===== src/rtl/crypto1_pkg.sv =====
// Shared types and constants for the Crypto1 key collection path.
// Latency: none (declarations only).
// Backpressure: none (declarations only).
package crypto1_pkg;
    localparam int KEY_WIDTH = 48;
    localparam int CNT_W     = 6;

    typedef enum logic [2:0] {
        SCAN,
        PULSE,
        SAMPLE,
        PRESENT,
        EXHAUSTED
    } collector_state_t;
endpackage


===== src/rtl/crypto1_key_deser.sv =====
// Serial key deserializer for one selected core lane, with registered one-hot shift strobe.
// Latency: strobe is registered (high the cycle after strobe_nxt); each sample adds one bit.
// Backpressure: none; the collector FSM paces pulses and samples.
module crypto1_key_deser
    import crypto1_pkg::*;
#(
    parameter int NCORES = 256,
    parameter int IDXW   = 8
) (
    input  logic                 CLK,
    input  logic                 RESETn,
    input  logic                 strobe_nxt,
    input  logic [IDXW-1:0]      lane_nxt,
    input  logic [IDXW-1:0]      lane,
    input  logic                 clear,
    input  logic                 sample,
    input  logic [NCORES-1:0]    key_data,
    output logic [NCORES-1:0]    key_clk,
    output logic [KEY_WIDTH-1:0] word,
    output logic                 last
);
    logic [KEY_WIDTH-1:0] shift_q;
    logic [CNT_W-1:0]     cnt_q;
    logic [NCORES-1:0]    onehot;
    logic                 bit_in;

    always_comb begin
        onehot           = '0;
        onehot[lane_nxt] = 1'b1;
        bit_in           = key_data[lane];
        // word includes the bit sampled this cycle so the top can latch the full key on the last sample
        word             = {shift_q[KEY_WIDTH-2:0], bit_in};
        last             = sample && (cnt_q == CNT_W'(KEY_WIDTH - 1));
    end

    always_ff @(posedge CLK or negedge RESETn) begin
        if (!RESETn) begin
            shift_q <= '0;
            cnt_q   <= '0;
            key_clk <= '0;
        end else begin
            key_clk <= strobe_nxt ? onehot : '0;
            if (clear) begin
                cnt_q <= '0;
            end else if (sample) begin
                shift_q <= word;
                cnt_q   <= cnt_q + 1'b1;
            end
        end
    end
endmodule


===== src/rtl/crypto1_key_collector.sv =====
// Picks the lowest-index finished core with a key, reads its key serially and presents it to the host.
// Latency: KEY_READY rises 97 cycles after the selecting SCAN cycle (2 cycles per bit plus present).
// Backpressure: KEY/KEY_IDX/KEY_READY held until KEY_ACK; no further core is read meanwhile.
module crypto1_key_collector
    import crypto1_pkg::*;
#(
    parameter int NCORES = 256,
    parameter int IDXW   = (NCORES > 1) ? $clog2(NCORES) : 1
) (
    input  logic                 CLK,
    input  logic                 RESETn,
    input  logic [NCORES-1:0]    CORE_DONE,
    input  logic [NCORES-1:0]    CORE_KEY_VALID,
    input  logic [NCORES-1:0]    CORE_KEY_DATA,
    output logic [NCORES-1:0]    CORE_KEY_CLK,
    output logic [KEY_WIDTH-1:0] KEY,
    output logic [IDXW-1:0]      KEY_IDX,
    output logic                 KEY_READY,
    input  logic                 KEY_ACK,
    output logic                 SEARCH_DONE
);
    collector_state_t state_q, state_nxt;
    logic [IDXW-1:0]      idx_q, sel, lane_nxt;
    logic [NCORES-1:0]    consumed_q, cand;
    logic                 found, load_idx, accept, last;
    logic [KEY_WIDTH-1:0] word;

    // lowest index wins: scan downward so the last hit is the smallest index
    always_comb begin
        cand  = CORE_DONE & CORE_KEY_VALID & ~consumed_q;
        found = 1'b0;
        sel   = '0;
        for (int i = NCORES - 1; i >= 0; i--) begin
            if (cand[i]) begin
                found = 1'b1;
                sel   = IDXW'(i);
            end
        end
    end

    always_comb begin
        state_nxt = state_q;
        load_idx  = 1'b0;
        accept    = 1'b0;
        case (state_q)
            SCAN: begin
                if (found) begin
                    load_idx  = 1'b1;
                    state_nxt = PULSE;
                end else if (&CORE_DONE) begin
                    state_nxt = EXHAUSTED;
                end
            end
            PULSE:     state_nxt = SAMPLE;
            SAMPLE:    state_nxt = last ? PRESENT : PULSE;
            PRESENT: begin
                if (KEY_ACK) begin
                    accept    = 1'b1;
                    state_nxt = SCAN;
                end
            end
            EXHAUSTED: state_nxt = EXHAUSTED;
            default:   state_nxt = SCAN;
        endcase
        lane_nxt = load_idx ? sel : idx_q;
    end

    crypto1_key_deser #(
        .NCORES (NCORES),
        .IDXW   (IDXW)
    ) u_deser (
        .CLK        (CLK),
        .RESETn     (RESETn),
        .strobe_nxt (state_nxt == PULSE),
        .lane_nxt   (lane_nxt),
        .lane       (idx_q),
        .clear      (load_idx),
        .sample     (state_q == SAMPLE),
        .key_data   (CORE_KEY_DATA),
        .key_clk    (CORE_KEY_CLK),
        .word       (word),
        .last       (last)
    );

    always_ff @(posedge CLK or negedge RESETn) begin
        if (!RESETn) begin
            state_q     <= SCAN;
            idx_q       <= '0;
            consumed_q  <= '0;
            KEY         <= '0;
            KEY_IDX     <= '0;
            KEY_READY   <= 1'b0;
            SEARCH_DONE <= 1'b0;
        end else begin
            state_q <= state_nxt;
            if (load_idx) begin
                idx_q <= sel;
            end
            if (last) begin
                KEY       <= word;
                KEY_IDX   <= idx_q;
                KEY_READY <= 1'b1;
            end
            // a shifted-out key is gone from the core, so never select it again
            if (accept) begin
                consumed_q[idx_q] <= 1'b1;
                KEY_READY         <= 1'b0;
            end
            if (state_nxt == EXHAUSTED) begin
                SEARCH_DONE <= 1'b1;
            end
        end
    end
endmodule

===== config.mk =====
export PLATFORM = sky130hd
export DESIGN_NAME = crypto1_key_collector
export DESIGN_NICKNAME = d
export VERILOG_FILES = /design/src/rtl/crypto1_pkg.sv /design/src/rtl/crypto1_key_deser.sv /design/src/rtl/crypto1_key_collector.sv
export SDC_FILE = /design/constraint.sdc
export NUM_CORES = 1
export LEC_CHECK = 0
export BUFFER_PORTS_ARGS = -buffer_cell sky130_fd_sc_hd__buf_2
export CAP_MARGIN = 10
export CELL_PAD_IN_SITES_DETAIL_PLACEMENT = 1
export CELL_PAD_IN_SITES_GLOBAL_PLACEMENT = 1
export CORE_AREA = 8 8 415 417
export CTS_CLUSTER_SIZE = 40
export DETAILED_ROUTE_END_ITERATION = 10
export DIE_AREA = 0 0 423 425
export PLACE_DENSITY = 0.51
export SETUP_SLACK_MARGIN = 0.05
export SLEW_MARGIN = 20
export SYNTH_ARGS = -nofsm -noshare
export SYNTH_HDL_FRONTEND = slang
export SYNTH_SLANG_ARGS = --single-unit

===== constraint.sdc =====
create_clock -name CLK -period 3.67 [get_ports CLK]
set_input_delay 0.1835 -clock CLK [delete_from_list [all_inputs] [get_ports CLK]]
set_output_delay 0.1835 -clock CLK [all_outputs]
set_load 0.02 [all_outputs]

==> results.json, run 1 <==
{
  "grt_use_total_pct": 21.8,
  "status": "finished with violations",
  "layoutNonFillerInstCount": 6444,
  "synth-seq-cells": 634,
  "cts_tree": "built",
  "fillers": 18803,
  "power_leakage_nw": 24.6,
  "portBuffers": 1084,
  "grt-ovfl-total": 0,
  "numCtsBuffers": 80,
  "violations": "setup timing",
  "final_hold_viol_count": 0,
  "vias": 30651,
  "worst_hold_slack_ns": 0.180,
  "hold_class": "input port to asynchronous set/reset pin",
  "async_flop_share_pct": 100,
  "required_ns": 4.24,
  "grt_antenna_before_repair": 63,
  "r2r-end": "u_deser.key_clk[38]",
  "crit_path_start_kind": "register",
  "die_area_um2": 180000,
  "yosys-top-cells-count": "634 x dfrtp_1, 291 x nand2_1, 225 x a21o_1",
  "first_iter_violations": 1973,
  "slew_viol_final": 0,
  "path_max_fanout": 8,
  "slowest_delay_ns": 0.57,
  "reg2reg_depth": 16,
  "grt_start_max_net_pins": 94,
  "start_util_pct": 19.0,
  "drv_cap": 0,
  "fin_skew_ns": 0.0586,
  "ant_nets": 0,
  "grt_pass1_wl_mm": 278,
  "synth_area_leader_cell": "dfrtp_1",
  "clkSinkCount": 634,
  "synth_top_area_share_pct": 50.4,
  "ir_drop_uv": 351,
  "synth_edf_count": 0,
  "rows": 150,
  "critPathSlowestCell": "or4_4",
  "insertion_delay_ns": 0.70,
  "area.sequential_um2": 15900,
  "multi_input_comb_area_um2": 16200,
  "synthToLayoutAreaGrowth_pct": 51.4,
  "fp.dieH_um": 425,
  "syn_area_um2": 31500,
  "cts.path.max_buffers": 3,
  "worst_pin_slew_ns": 1.14,
  "die_width_um": 423,
  "clk_pin_slew_worst_paths_ns": 0.06,
  "place_ws_ns": -0.647,
  "arrival_ns": 4.24,
  "setup_viol": 1,
  "yosysUniqueCellTypes": 104,
  "synthCells": 2732,
  "period_share_pct": 100,
  "layout_min_cycle_time_ns": 3.67,
  "final_area_um2": 47700,
  "path_cells": "and3b_2 > buf_6 > or4_4 > nor4_4 > buf_4 > o21ai_2 > or2_4 > a2111oi_4 > buf_4 > a211oi_4 > o22ai_4 > buf_12 > buf_4 > buf_6 > clkbuf_16 > nor3_2",
  "wl_mm": 211,
  "ys_seq_area_share_pct": 50.4,
  "r2r-start": "consumed_q[83]",
  "critical_path_class": "register to register",
  "hpwl_mm": 164,
  "setup_tns_ns": -0.00274,
  "dpl_cell_area_um2": 42100,
  "maxSlewHeadroom_pct": 24.0,
  "drive_above_1_share_pct": 51.8,
  "grt_pass1_vias": 32860,
  "drtPass1Iterations": 5,
  "wl_per_cell_um": 32.7,
  "cts_root_buf": "clkbuf_16",
  "synth.area.top_cells": "dfrtp_1 50%, mux4_2 5.9%, nor3_2 5.8%, a21o_1 5.4%, nand3b_1 4.8%",
  "layout.nets": 4938,
  "ys_warn_count": 0,
  "core_area_um2": 166000,
  "gp_congestion": 0.909,
  "synth_area_per_cell_um2": 11.5,
  "r2r_setup_slack_ns": -0.003,
  "rsz0062_at_grt": "true",
  "io_pins": 1085,
  "synth.most_common_cell": "dfrtp_1",
  "cp-end-kind": "register",
  "setup_slack_ns": -0.00274,
  "fmax_mhz": 272,
  "syn-num-nets": 3504,
  "dp.cells": 6200,
  "cpMostUsedCell": "buf_4",
  "p_per_area_nw_per_um2": 387,
  "synth-main-ff-cell": "dfrtp_1",
  "via_per_inst": 4.76,
  "htree_levels": 3,
  "drcViolationCount": 0
}
flip-flops by register name, summed over array words and instances (netlist names):
signal,cells
consumed_q,256
u_deser.key_clk,256
KEY,48
u_deser.shift_q,47
KEY_IDX,8
idx_q,8
u_deser.cnt_q,6
state_q,3
KEY_READY,1
SEARCH_DONE,1
report_power, final:
group / leakage (nW) / total (mW) / internal (mW) / switching, mW
Combinational: 14.5 / 2.97 / 1.20 / 1.77
Clock: 1.30 / 8.34 / 4.83 / 3.51
Sequential: 8.73 / 7.14 / 7.05 / 0.0926
routing by layer:
layer | track usage (%) | wire length, um | share of wire, % | vias to the layer above
li1 | - | - | - | 13154
met5 | 0 | 188 | 0.089 | -
met4 | 7.70 | 8400 | 4.0 | 30
met1 | 25.6 | 83000 | 39 | 16049
met3 | 4.80 | 11700 | 5.6 | 338
met2 | 39.0 | 107000 | 51 | 1080
final cells by class:
class,instances,area share [%]
clock inverters,33,1.11
repair buffers,1502,20.9
well taps,2204,5.78
clock buffers,104,4.60
inverters,18,0.207
diodes,19,0.0997
flip-flops and latches,634,33.3
multi-input cells,1929,33.9
repair inverters,1,0.0420
placed cells by master, fill, tap and decap left out, types with 19 or more instances in the layout:
master and n:
nand2_1 289, nand3b_1 200, a31o_2 20, buf_4 296, nand3_1 25, diode_2 19, o21ai_0 53, buf_12 52
nor4_1 24, buf_6 31, nor3_4 66, nor2_1 74, nor3_2 155, clkbuf_16 102, mux4_2 82, mux2_2 55
and3b_1 63, buf_2 1083, nor3_1 51, dfrtp_1 630, nand4_1 126, a21o_1 225, o211ai_1 20, a21oi_1 28
metrics by stage:
| stage | total power [mW] | utilization (%) |
|---|---|---|
| 4_1_cts | 18.4 | 27.4 |
| 6_report | 18.5 | 28.7 |
| 2_1_floorplan | 8.21 | - |
| 5_1_grt | 19.1 | 28.7 |
| 3_3_place_gp | 9.79 | 25.3 |
| 3_5_place_dp | 9.81 | 25.3 |
cells by family after synthesis:
logic type	after synthesis	share of synthesized area [%]
xor+xnor	2	0.0556
compound gates	515	11.9
buf+inv	171	2.98
flops	634	50.4
mux	140	7.92
fa+ha+maj	1	0.0397
simple gates	1269	26.7
worst max path at each step:
stage                            to  cells after the start             from
2_1_floorplan                KEY[0]                      9         idx_q[0]
3_3_place_gp   u_deser.key_clk[227]                     13   consumed_q[20]
3_5_place_dp    u_deser.key_clk[26]                     13  consumed_q[215]
4_1_cts        u_deser.key_clk[232]                     13  consumed_q[214]
5_1_grt        u_deser.key_clk[181]                     16   consumed_q[83]
6_report        u_deser.key_clk[38]                     16   consumed_q[83]
worst max-delay path, delay by kind of cell, from the launching register on:
| kind | cells | cell delay, ns |
|---|---|---|
| buffers and inverters | 7 | 1.19 |
| AOI/OAI and AO/OA | 4 | 0.60 |
| DFF | 1 | 0.34 |
| and+or+nand+nor | 5 | 1.38 |
what timing repair did:
item                                   CTS  global route
pin swaps                               24           133
setup endpoints to repair              257           259
setup buffers                           13            44
gates cloned                             5            28
hold buffers                             2             0
endpoints found under the hold margin   79             0
resized for setup                       76           253
Power figures use the tool's default switching activity.
==> run 2, diff against run 1 <==
Settings changed: CORE_AREA 8 8 415 417 to 8 8 417 419, DIE_AREA 0 0 423 425 to 0 0 425 427.
Clock period 3.67 ns to 4.6 ns, I/O delays scaled along.
==> run 2 against run 1 <==
The flow now finishes without violations. Sequential power shrank 20%. Largest cell class is now flip-flops and latches. Utilization shrank 2.9 points. Die area grew 0.95%.
==> results.json, run 2 (same netlist as run 1, synthesis figures left out) <==
{
  "portBuffers": 1084,
  "grt_pass1_vias": 31392,
  "arrival_ns": 5.09,
  "die_width_um": 425,
  "grt-ovfl-total": 0,
  "fmax_mhz": 221,
  "dp.cells": 6010,
  "setup_tns_ns": 0,
  "layout_common_cells": "1083 x buf_2, 630 x dfrtp_1, 290 x nand2_1, 225 x a21o_1, 200 x nand3b_1",
  "setup_slack_ns": 0.0844,
  "wl_mm": 202,
  "cts.path.max_buffers": 3,
  "slew_viol_final": 0,
  "drive_above_1_share_pct": 45.6,
  "core_area_um2": 168000,
  "gp_congestion": 0.958,
  "fp.dieH_um": 427,
  "layout_commonest_cell": "buf_2",
  "layout_min_cycle_time_ns": 4.52,
  "maxSlewHeadroom_pct": 25.2,
  "grt_start_max_net_pins": 133,
  "final_hold_viol_count": 0,
  "ant_nets": 0,
  "die_area_um2": 181000,
  "drv_cap": 0,
  "cts_tree": "built",
  "postCtsSetupBuffers": 0,
  "vias": 29432,
  "cp-end-kind": "register",
  "io_pins": 1085,
  "numCtsBuffers": 83,
  "worst_pin_slew_ns": 1.12,
  "fin_skew_ns": 0.0439,
  "htree_levels": 3,
  "crit_path_start_kind": "register",
  "p_total_mw": 14.5,
  "status": "finished, final reports clean",
  "layout.nets": 4651,
  "clk_pin_slew_worst_paths_ns": 0.06,
  "p_per_area_nw_per_um2": 335,
  "start_util_pct": 18.8,
  "ir_drop_uv": 244,
  "hpwl_mm": 164,
  "cts_root_buf": "clkbuf_16",
  "synthToLayoutAreaGrowth_pct": 37.7,
  "place_ws_ns": -0.538,
  "grt_antenna_before_repair": 85,
  "path_max_fanout": 7,
  "first_iter_violations": 1960,
  "required_ns": 5.17,
  "rows": 151,
  "fillers": 19272,
  "clkSinkCount": 634,
  "period_share_pct": 98.2,
  "drcViolationCount": 0,
  "via_per_inst": 4.75,
  "power_leakage_nw": 22.3,
  "insertion_delay_ns": 0.70,
  "grt_use_total_pct": 21.3,
  "wl_per_cell_um": 32.6,
  "grt_pass1_wl_mm": 272,
  "layoutNonFillerInstCount": 6191,
  "setup_viol": 0,
  "rsz0062_at_grt": "false",
  "drtPass1Iterations": 5,
  "hold_class": "input port to asynchronous set/reset pin",
  "critical_path_class": "register to register",
  "reg_top3": "consumed_q: 256 flops, u_deser.key_clk: 256 flops, KEY: 48 flops"
}
[run 2: cell count changes in the layout (fill, tap and decap cells not counted), sizes merged]
| cell | before | now |
|---|---|---|
| nand3 | 39 | 38 |
| clkbuf | 125 | 110 |
| and3 | 16 | 15 |
| inv | 20 | 23 |
| clkinvlp | 6 | 2 |
| clkinv | 18 | 27 |
| diode | 19 | 27 |
| buf | 1479 | 1213 |
[run 2: layer usage]
layer / up-vias / track usage (%) / wire [um]
met4: 30 / 7.52 / 7990
met1: 15356 / 25.5 / 81100
met3: 349 / 4.31 / 11000
met2: 1101 / 37.9 / 101000
met5: - / 0 / 199
li1: 12596 / - / -
[run 2: area by class of cell]
cell class	count	area [um2]	area share, %
multi-input cells	1927	14900	34.3
clock inverters	42	558	1.29
inverters	18	75.1	0.173
clock buffers	110	2360	5.44
well taps	2218	2780	6.40
repair buffers	1215	6780	15.6
diodes	27	67.6	0.156
flip-flops and latches	634	15900	36.6
[run 2: timing repair]
item / in CTS / in global routing
resized for setup: 6 / 1
hold buffers: 2 / 0
setup endpoints to repair: 255 / 2
pin swaps: 1 / 0
endpoints found under the hold margin: 66 / 0
[run 2: worst paths after layout]
path,start,end,slack (ns),cells past startpoint
setup reg to reg,consumed_q[22],u_deser.key_clk[234],0.08,14
min in group CLK,CORE_KEY_VALID[25],idx_q[6],0.35,6
setup / recovery,consumed_q[22],u_deser.key_clk[234],0.08,14
max in group asynchronous,RESETn,consumed_q[205],3.12,3
hold / removal,RESETn,u_deser.key_clk[133],0.1,2
hold reg to reg,consumed_q[170],consumed_q[170],0.44,1
[run 2: worst max-delay path: stages, from the launching register on]
cell and delay [ns]:
dfrtp_1 0.37, and3b_1 0.32, o21ai_0 0.11, o21ai_0 0.55
o2111ai_2 0.38, a211oi_1 0.33, o2111ai_1 0.31, o31ai_4 0.47
o31a_1 0.29, buf_4 0.16, inv_2 0.06, or3b_2 0.51
buf_12 0.18, buf_4 0.14, nor3b_1 0.18
[run 2: power by group]
group / total [mW] / internal [mW] / switching [mW]
sequential: 5.70 / 5.63 / 0.0719
clock: 6.98 / 4.11 / 2.88
combinational: 1.85 / 0.673 / 1.18
[run 2: stage by stage]
stage	hold WS, ns	utilization, %	cell area (um2)
2_1_floorplan	-0.0656	-	31500
3_3_place_gp	0.281	24.0	40300
3_5_place_dp	0.274	24.0	40300
4_1_cts	0.107	25.8	43300
5_1_grt	0.138	25.8	43400
6_report	0.0951	25.9	43400
